<file path="src/rtl/sentinel_lock_ctrl.sv">
// ---------------------------------------------------------------------------
// sentinel_lock_ctrl
//
// Sequencing controller for the Sentinel key-compare datapath. A rising edge
// on submit captures the DIP-switch key. The key must then stay stable for a
// debounce window, after which it is evaluated exactly once:
//   - a match gives a timed unlock hold;
//   - a mismatch counts as a failed attempt, and MAX_FAILS consecutive
//     failures give a timed lockout.
// The 7-segment display and the status array are decoded from the registered
// state.
//
// Ports:
//   clk        - system clock, all state updates on the rising edge
//   rst_n      - synchronous active-low reset; overrides ena
//   ena        - power-state enable; 0 freezes the FSM and blanks the outputs
//   key_in     - 8-bit DIP-switch key
//   submit     - evaluation request (level); only its rising edge is used
//   seg_out    - {dp,g,f,e,d,c,b,a}, active-low segment drive
//   status_out - status array (0xFF while unlocked, else flags + fail count)
//   fail_cnt   - consecutive failed attempts (not gated by ena)
//
// Request semantics: submit has no ready/ack. A request is the cycle in which
// submit is sampled high after being sampled low. It is accepted only in
// LOCKED with ena=1. In every other case (other states, or ena=0) the request
// is dropped and is not queued.
// ---------------------------------------------------------------------------
module sentinel_lock_ctrl #(
   parameter logic [7:0] KEY                = 8'hB6,
   parameter int         DEBOUNCE_CYCLES    = 4,
   parameter int         MAX_FAILS          = 3,
   parameter int         LOCKOUT_CYCLES     = 16,
   parameter int         UNLOCK_HOLD_CYCLES = 32
) (
   input  logic       clk,
   input  logic       rst_n,
   input  logic       ena,
   input  logic [7:0] key_in,
   input  logic       submit,
   output logic [7:0] seg_out,
   output logic [7:0] status_out,
   output logic [1:0] fail_cnt
);

   typedef enum logic [1:0] {
      S_LOCKED   = 2'd0,
      S_DEBOUNCE = 2'd1,
      S_UNLOCKED = 2'd2,
      S_LOCKOUT  = 2'd3
   } state_t;

   // One counter is shared by all timed states, so it is sized for the
   // longest window.
   localparam int MAX_AB  = (DEBOUNCE_CYCLES > LOCKOUT_CYCLES) ?
                            DEBOUNCE_CYCLES : LOCKOUT_CYCLES;
   localparam int CNT_MAX = (MAX_AB > UNLOCK_HOLD_CYCLES) ?
                            MAX_AB : UNLOCK_HOLD_CYCLES;
   localparam int CNT_W   = (CNT_MAX > 1) ? $clog2(CNT_MAX) : 1;

   localparam logic [CNT_W-1:0] DEB_LAST  = CNT_W'(DEBOUNCE_CYCLES - 1);
   localparam logic [CNT_W-1:0] HOLD_LAST = CNT_W'(UNLOCK_HOLD_CYCLES - 1);
   localparam logic [CNT_W-1:0] LOCK_LAST = CNT_W'(LOCKOUT_CYCLES - 1);
   localparam logic [2:0]       FAIL_LIM  = 3'(MAX_FAILS);

   state_t           state;   // FSM state, kept as a named signal for debug
   logic [CNT_W-1:0] cnt;
   logic [7:0]       key_q;
   logic             submit_q;
   logic             sub_edge;

   assign sub_edge = submit & ~submit_q;

   always_ff @(posedge clk) begin
      if (!rst_n) begin
         state    <= S_LOCKED;
         cnt      <= '0;
         key_q    <= '0;
         fail_cnt <= '0;
         submit_q <= 1'b0;
      end else begin
         // The edge detector keeps running while disabled, so a submit edge
         // that occurs during ena=0 is consumed and lost.
         submit_q <= submit;
         if (ena) begin
            case (state)
               S_LOCKED: begin
                  if (sub_edge) begin
                     state <= S_DEBOUNCE;
                     key_q <= key_in;
                     cnt   <= '0;
                  end
               end

               S_DEBOUNCE: begin
                  // A key change wins over debounce completion.
                  if (key_in != key_q) begin
                     key_q <= key_in;
                     cnt   <= '0;
                  end else if (cnt != DEB_LAST) begin
                     cnt <= cnt + 1'b1;
                  end else if (key_q == KEY) begin
                     state    <= S_UNLOCKED;
                     fail_cnt <= '0;
                     cnt      <= '0;
                  end else if (({1'b0, fail_cnt} + 3'd1) == FAIL_LIM) begin
                     state    <= S_LOCKOUT;
                     fail_cnt <= 2'(MAX_FAILS);
                     cnt      <= '0;
                  end else begin
                     state    <= S_LOCKED;
                     fail_cnt <= fail_cnt + 2'd1;
                  end
               end

               S_UNLOCKED: begin
                  // Moving the switches away from the key relocks at once.
                  // This takes priority over the hold timer.
                  if (key_in != KEY) begin
                     state <= S_LOCKED;
                  end else if (cnt == HOLD_LAST) begin
                     state <= S_LOCKED;
                  end else begin
                     cnt <= cnt + 1'b1;
                  end
               end

               S_LOCKOUT: begin
                  if (cnt == LOCK_LAST) begin
                     state    <= S_LOCKED;
                     fail_cnt <= '0;
                  end else begin
                     cnt <= cnt + 1'b1;
                  end
               end

               default: state <= S_LOCKED;
            endcase
         end
      end
   end

   // Output decode of the registered state, gated by ena, with no added delay.
   always_comb begin
      seg_out    = 8'hFF;
      status_out = 8'h00;
      if (ena) begin
         case (state)
            S_LOCKED:   seg_out = 8'hC7;
            S_DEBOUNCE: seg_out = 8'hBF;
            S_UNLOCKED: seg_out = 8'hC1;
            S_LOCKOUT:  seg_out = 8'h86;
            default:    seg_out = 8'hFF;
         endcase
         if (state == S_UNLOCKED) begin
            status_out = 8'hFF;
         end else begin
            status_out = {3'b000, state == S_LOCKOUT, state == S_DEBOUNCE,
                          1'b0, fail_cnt};
         end
      end
   end

endmodule

</file>
<file path="config.mk">
export PLATFORM = sky130hd
export DESIGN_NAME = sentinel_lock_ctrl
export DESIGN_NICKNAME = d
export VERILOG_FILES = /design/src/rtl/sentinel_lock_ctrl.sv
export SDC_FILE = /design/constraint.sdc
export NUM_CORES = 1
export LEC_CHECK = 0
export CAP_MARGIN = 20
export CELL_PAD_IN_SITES_DETAIL_PLACEMENT = 2
export CELL_PAD_IN_SITES_GLOBAL_PLACEMENT = 2
export CORE_MARGIN = 3
export CORE_UTILIZATION = 29
export DETAILED_ROUTE_END_ITERATION = 16
export PLACE_DENSITY = 0.75
export SLEW_MARGIN = 5
export SYNTH_ARGS = -nofsm -noshare
export SYNTH_HDL_FRONTEND = slang
export SYNTH_SLANG_ARGS = --single-unit
</file>
<file path="constraint.sdc">
create_clock -name clk -period 3.1 [get_ports clk]
set_clock_uncertainty 0.1 [all_clocks]
set_input_delay 0.62 -clock clk [delete_from_list [all_inputs] [get_ports clk]]
set_output_delay 0.62 -clock clk [all_outputs]
set_load 0.01 [all_outputs]
</file>
After elaboration in Yosys (flattened, before gate mapping)
Index checks and enable logic that the tools add are counted.
Storage, ports and cells
  register bits after elaboration: 18
  bits of input ports: 12
  output and inout port bits: 18
Cells by class
  equality and inequality tests: 20
  reductions and logical operators: 7
  bitwise operators: 2
  add/subtract/negate cells: 3
  muxes and demuxes: 30
Operator list (number)
  2-to-1 mux 5 bit: 8
  2-to-1 mux 8 bit: 5
  one-hot mux 8 bit (4 select lines): 1
  2-to-1 mux 2 bit: 12
  one-hot mux 5 bit (4 select lines): 1
  inequality test 2 bit, second input constant: 8
  one-hot mux 8 bit (2 select lines): 1
  AND reduction 6 bit: 2
  == test 8 bit, second input constant: 1
  inequality test 8 bit: 1
  inequality test 8 bit, second input constant: 1
  one-hot mux 2 bit (4 select lines): 1
  adder 5 x 1 -> 5 bit, second input constant: 1
  == test 5 x 4 -> 1 bit, second input constant: 1
  == test 5 bit, second input constant: 1
  inequality test 5 x 2 -> 1 bit, second input constant: 1
  inequality test 5 bit, second input constant: 1
  AND reduction 5 bit: 1
  == test 2 bit, second input constant: 2
  one-hot mux 2 bit (2 select lines): 1
  AND reduction 4 bit: 1
  nonzero test 2 bit: 2
  adder 2 x 1 -> 3 bit, second input constant: 1
  == test 3 x 2 -> 1 bit, second input constant: 1
  other kinds (6): 6

Logic depth before layout (Yosys ltp)
  word-level depth: 7
  gate-level depth with buffers: 8

Worst setup path after synthesis
No wires, ideal clock.
  path type: reg-to-reg
  from: register cnt[0]
  to: register cnt[2]
  cell stages (with the launch flop): 8
  setup slack: 0.696 ns
  path buffers: 0
  setup time: 0.133 ns
  arrival time: 2.171 ns
  required time: 2.867 ns
  cell sequence: dfxtp_1 -> ha_1 -> and3_2 -> ha_1 -> or4_1 -> a221oi_1 -> and2_1 -> o221ai_1
Between the ends
  longest elaborated chain between the ends: 4
  elaborated cells between the ends (all ways): 14
  classes of those cells: 1 x add/sub; 6 x eq/ne; 6 x mux; 1 x reduce/logical
RTL lines
  start, declared: line 66  | logic [CNT_W-1:0] cnt;
  start signal, assigned: line 100  | cnt <= cnt + 1'b1;
  start signal, assigned: line 123  | cnt <= cnt + 1'b1;
  start signal, assigned: line 132  | cnt <= cnt + 1'b1;
  adder 5 x 1 -> 5 bit / inequality test 5 x 2 -> 1 bit (equally long branches)
  2-to-1 mux 5 bit, on equally long branches: line 120, 99
  2-to-1 mux 5 bit, on equally long branches: line 118, 96
  one-hot mux 5 bit (4 select lines): line 85  | case (state)
Parallel ways exist; a longest one is shown, timed or not. The select of a mux whose other input is x is not followed.
A chain may end at the register's enable or synchronous reset.

Final worst setup path
  from: register cnt[0]
  to: register cnt[4]
The elaborated chain is that of the path after synthesis.

==> metrics <==
outcome=complete, no violations; Post-Syn Nets=176; total CTS buffers=3; Worst Setup Start Kind=flip-flop; PortBufs=28; initial core utilization=30.4%; register area share after synthesis=27.0%; CP Class=reg -> reg; top-area cell type share of the netlist area=27.0%; final core occ=37.7%; # clock sinks=18; DRC Markers=0; drt via density=5.26; Worst path slowest cell=or4_1; headroom to the max-slew limit=50.3%; Clk pin slew, worst setup/hold paths=80 ps; Row Count=24; vias in the first global route=1284; critical path's most frequent cell=ha_1; Mean Syn Cell Area=8.71 sq um; DRT iter0 DRCs=41; Power Total=0.000542 W; largest net degree at the start of global routing=16; initial antenna violation count=0; root buffer cell=clkbuf_8; CTS H-tree lvls=1; Pins Over Slew Limit=0; Die H=73.8 um; final setup TNS=0 ps; cts repair resizes=0; unrepaired setup endpoints after global routing=false; share of cells above drive strength 1=9.71%; Final Setup Violations=0; first-pass GRT wire length=6.52 mm; CP cell instances=ha_1 -> and3_2 -> ha_1 -> or4_1 -> a221oi_1 -> nand3_1 -> o32ai_1; Top FF cell, synth=dfxtp_1; Post-synth EDFFs=0; Leakage=0.623 nW; area grow syn2layout=23.9%; GRT overflow=0; clock buffer depth=2; Async SR Flop Fraction=0%; cell area after synthesis=0.00133 sq mm; Max IR drop VDD=0.131 mV; most frequent cells in the layout=28 x clkdlybuf4s50_1, 18 x dfxtp_1, 14 x nor2_1, 11 x nand2_1, 11 x ha_1; Max Cap Viol=0; final net count=200; Tot GR Track Use=15.5%; HPWL after detailed placement=3.18 mm; WP data arrival=2900 ps; Power Dens Cells=328 mW/mm^2; via count=1194; most common cell after layout, fill and taps aside=clkdlybuf4s50_1; final WL=4.02 mm; post-CTS setup buffer count=0; synth top area cells=dfxtp_1 27%, ha_1 10%, mux2i_1 7.5%, xor2_1 5.3%, buf_4 3.9%; antenna diode count=0; average routed wire per standard cell=17.7 um; fmax=353 MHz; Crit. End Element=flip-flop; total number of yosys warnings=0; CTS tree=built; CORE AREA=0.00438 sq mm; Crit path largest cell delay=570 ps; Required @ worst endpoint=3170 ps; DRT Pass-1 Iters=4; Ports=30; Die ar.=0.00544 sq mm; number of antenna-violating nets in the routed design=0; minimum clock period=2830 ps; final hold vios=0; placer congestion estimate=0.777; CP max FO=4; Final Cycle Share=91.4%; post-synthesis register bit count=18; leading area contributor after synthesis=dfxtp_1; worst slew pin tran=735 ps; Clock Latency Late Sink=260 ps; CTS hold repair buffers=0; synthesized instance count=153; Unique masters post-synth=47; DIE WIDTH=73.8 um; Worst Hold Class=reg -> reg
cell type report:
class                   count  area, sq um
multi-input cells         115          856
flip-flops and latches     18          360
fillers                   494         2730
repair buffers             30          295
inverters                   9         33.8
clock buffers               3         41.3
well taps                  52         65.1
path summary, 6_finish.rpt:
| check | startpoint | to | slack (ps) | cells past startpoint |
|---|---|---|---|---|
| setup reg to reg | cnt[0] | cnt[4] | 270 | 7 |
| hold reg to reg | fail_cnt[0] | fail_cnt[0] | 400 | 2 |
| setup / recovery | cnt[0] | cnt[4] | 270 | 7 |
| hold / removal | fail_cnt[0] | fail_cnt[0] | 400 | 2 |
sequential cells by signal, summed over array words and instances (netlist names):
| signal | count |
|---|---|
| key_q | 8 |
| cnt | 5 |
| fail_cnt | 2 |
| state | 2 |
| submit_q | 1 |
where the power goes:
group | switching [W] | internal (W) | total [W]
sequential | 0.00000867 | 0.000240 | 0.000249
clock | 0.0000868 | 0.0000867 | 0.000173
combinational | 0.0000638 | 0.0000559 | 0.000120
total | 0.000159 | 0.000383 | 0.000542
layer usage:
layer  vias to the layer above  share of wire [%]  global-route usage [%]  routed length (um)
met5                         -                  0                       0                   0
met2                        17                 50                    26.7                2000
met4                         0               0.97                    4.23                  39
li1                        582                  -                       -                   -
met3                         4                2.6                    2.46                 104
met1                       591                 47                    19.8                1870
worst max-delay path, delay by kind of cell, from the launching register on:
family          cells  cell delay [ps]
fa+ha+maj           2              440
compound gates      2              770
flops               1              380
simple gates        3             1040
metrics by stage:
step / hold slack, ps / instances / setup slack, ps / cell area [sq um]
floorplan: 363 / 153 / 696 / 1330
global placement: 367 / 224 / 214 / 1610
detailed placement: 383 / 224 / 92.1 / 1610
CTS: 399 / 227 / 282 / 1650
global route: 424 / 227 / 114 / 1650
finish: 396 / 227 / 268 / 1650
Yosys cell counts (2+ instances only):
master,n
or4_1,2
ha_1,11
nand4_1,4
nand2_1,11
inv_1,9
nor3_1,2
nand3_1,2
nor4_1,2
xor2_1,8
and2_1,3
nor2_1,14
mux2i_1,10
buf_4,7
o22ai_1,2
o21ai_0,4
o211ai_1,3
a21oi_1,6
or3_1,2
nand3b_1,3
or4_4,2
nand4b_1,2
clkbuf_1,2
dfxtp_1,18
kinds of logic (layout without fill, tap and decap cells):
group / count (synthesis) / count (layout) / share of synthesized area, %
other: 1 / 1 / 0.281
buffers and inverters: 20 / 42 / 8.73
adders and majority gates: 11 / 11 / 10.3
DFF: 18 / 18 / 27.0
xor gates and xnor gates: 8 / 8 / 5.26
and+or+nand+nor: 60 / 60 / 26.5
AOI/OAI and AO/OA: 25 / 25 / 14.4
muxes: 10 / 10 / 7.51
Power figures use the tool's default switching activity.
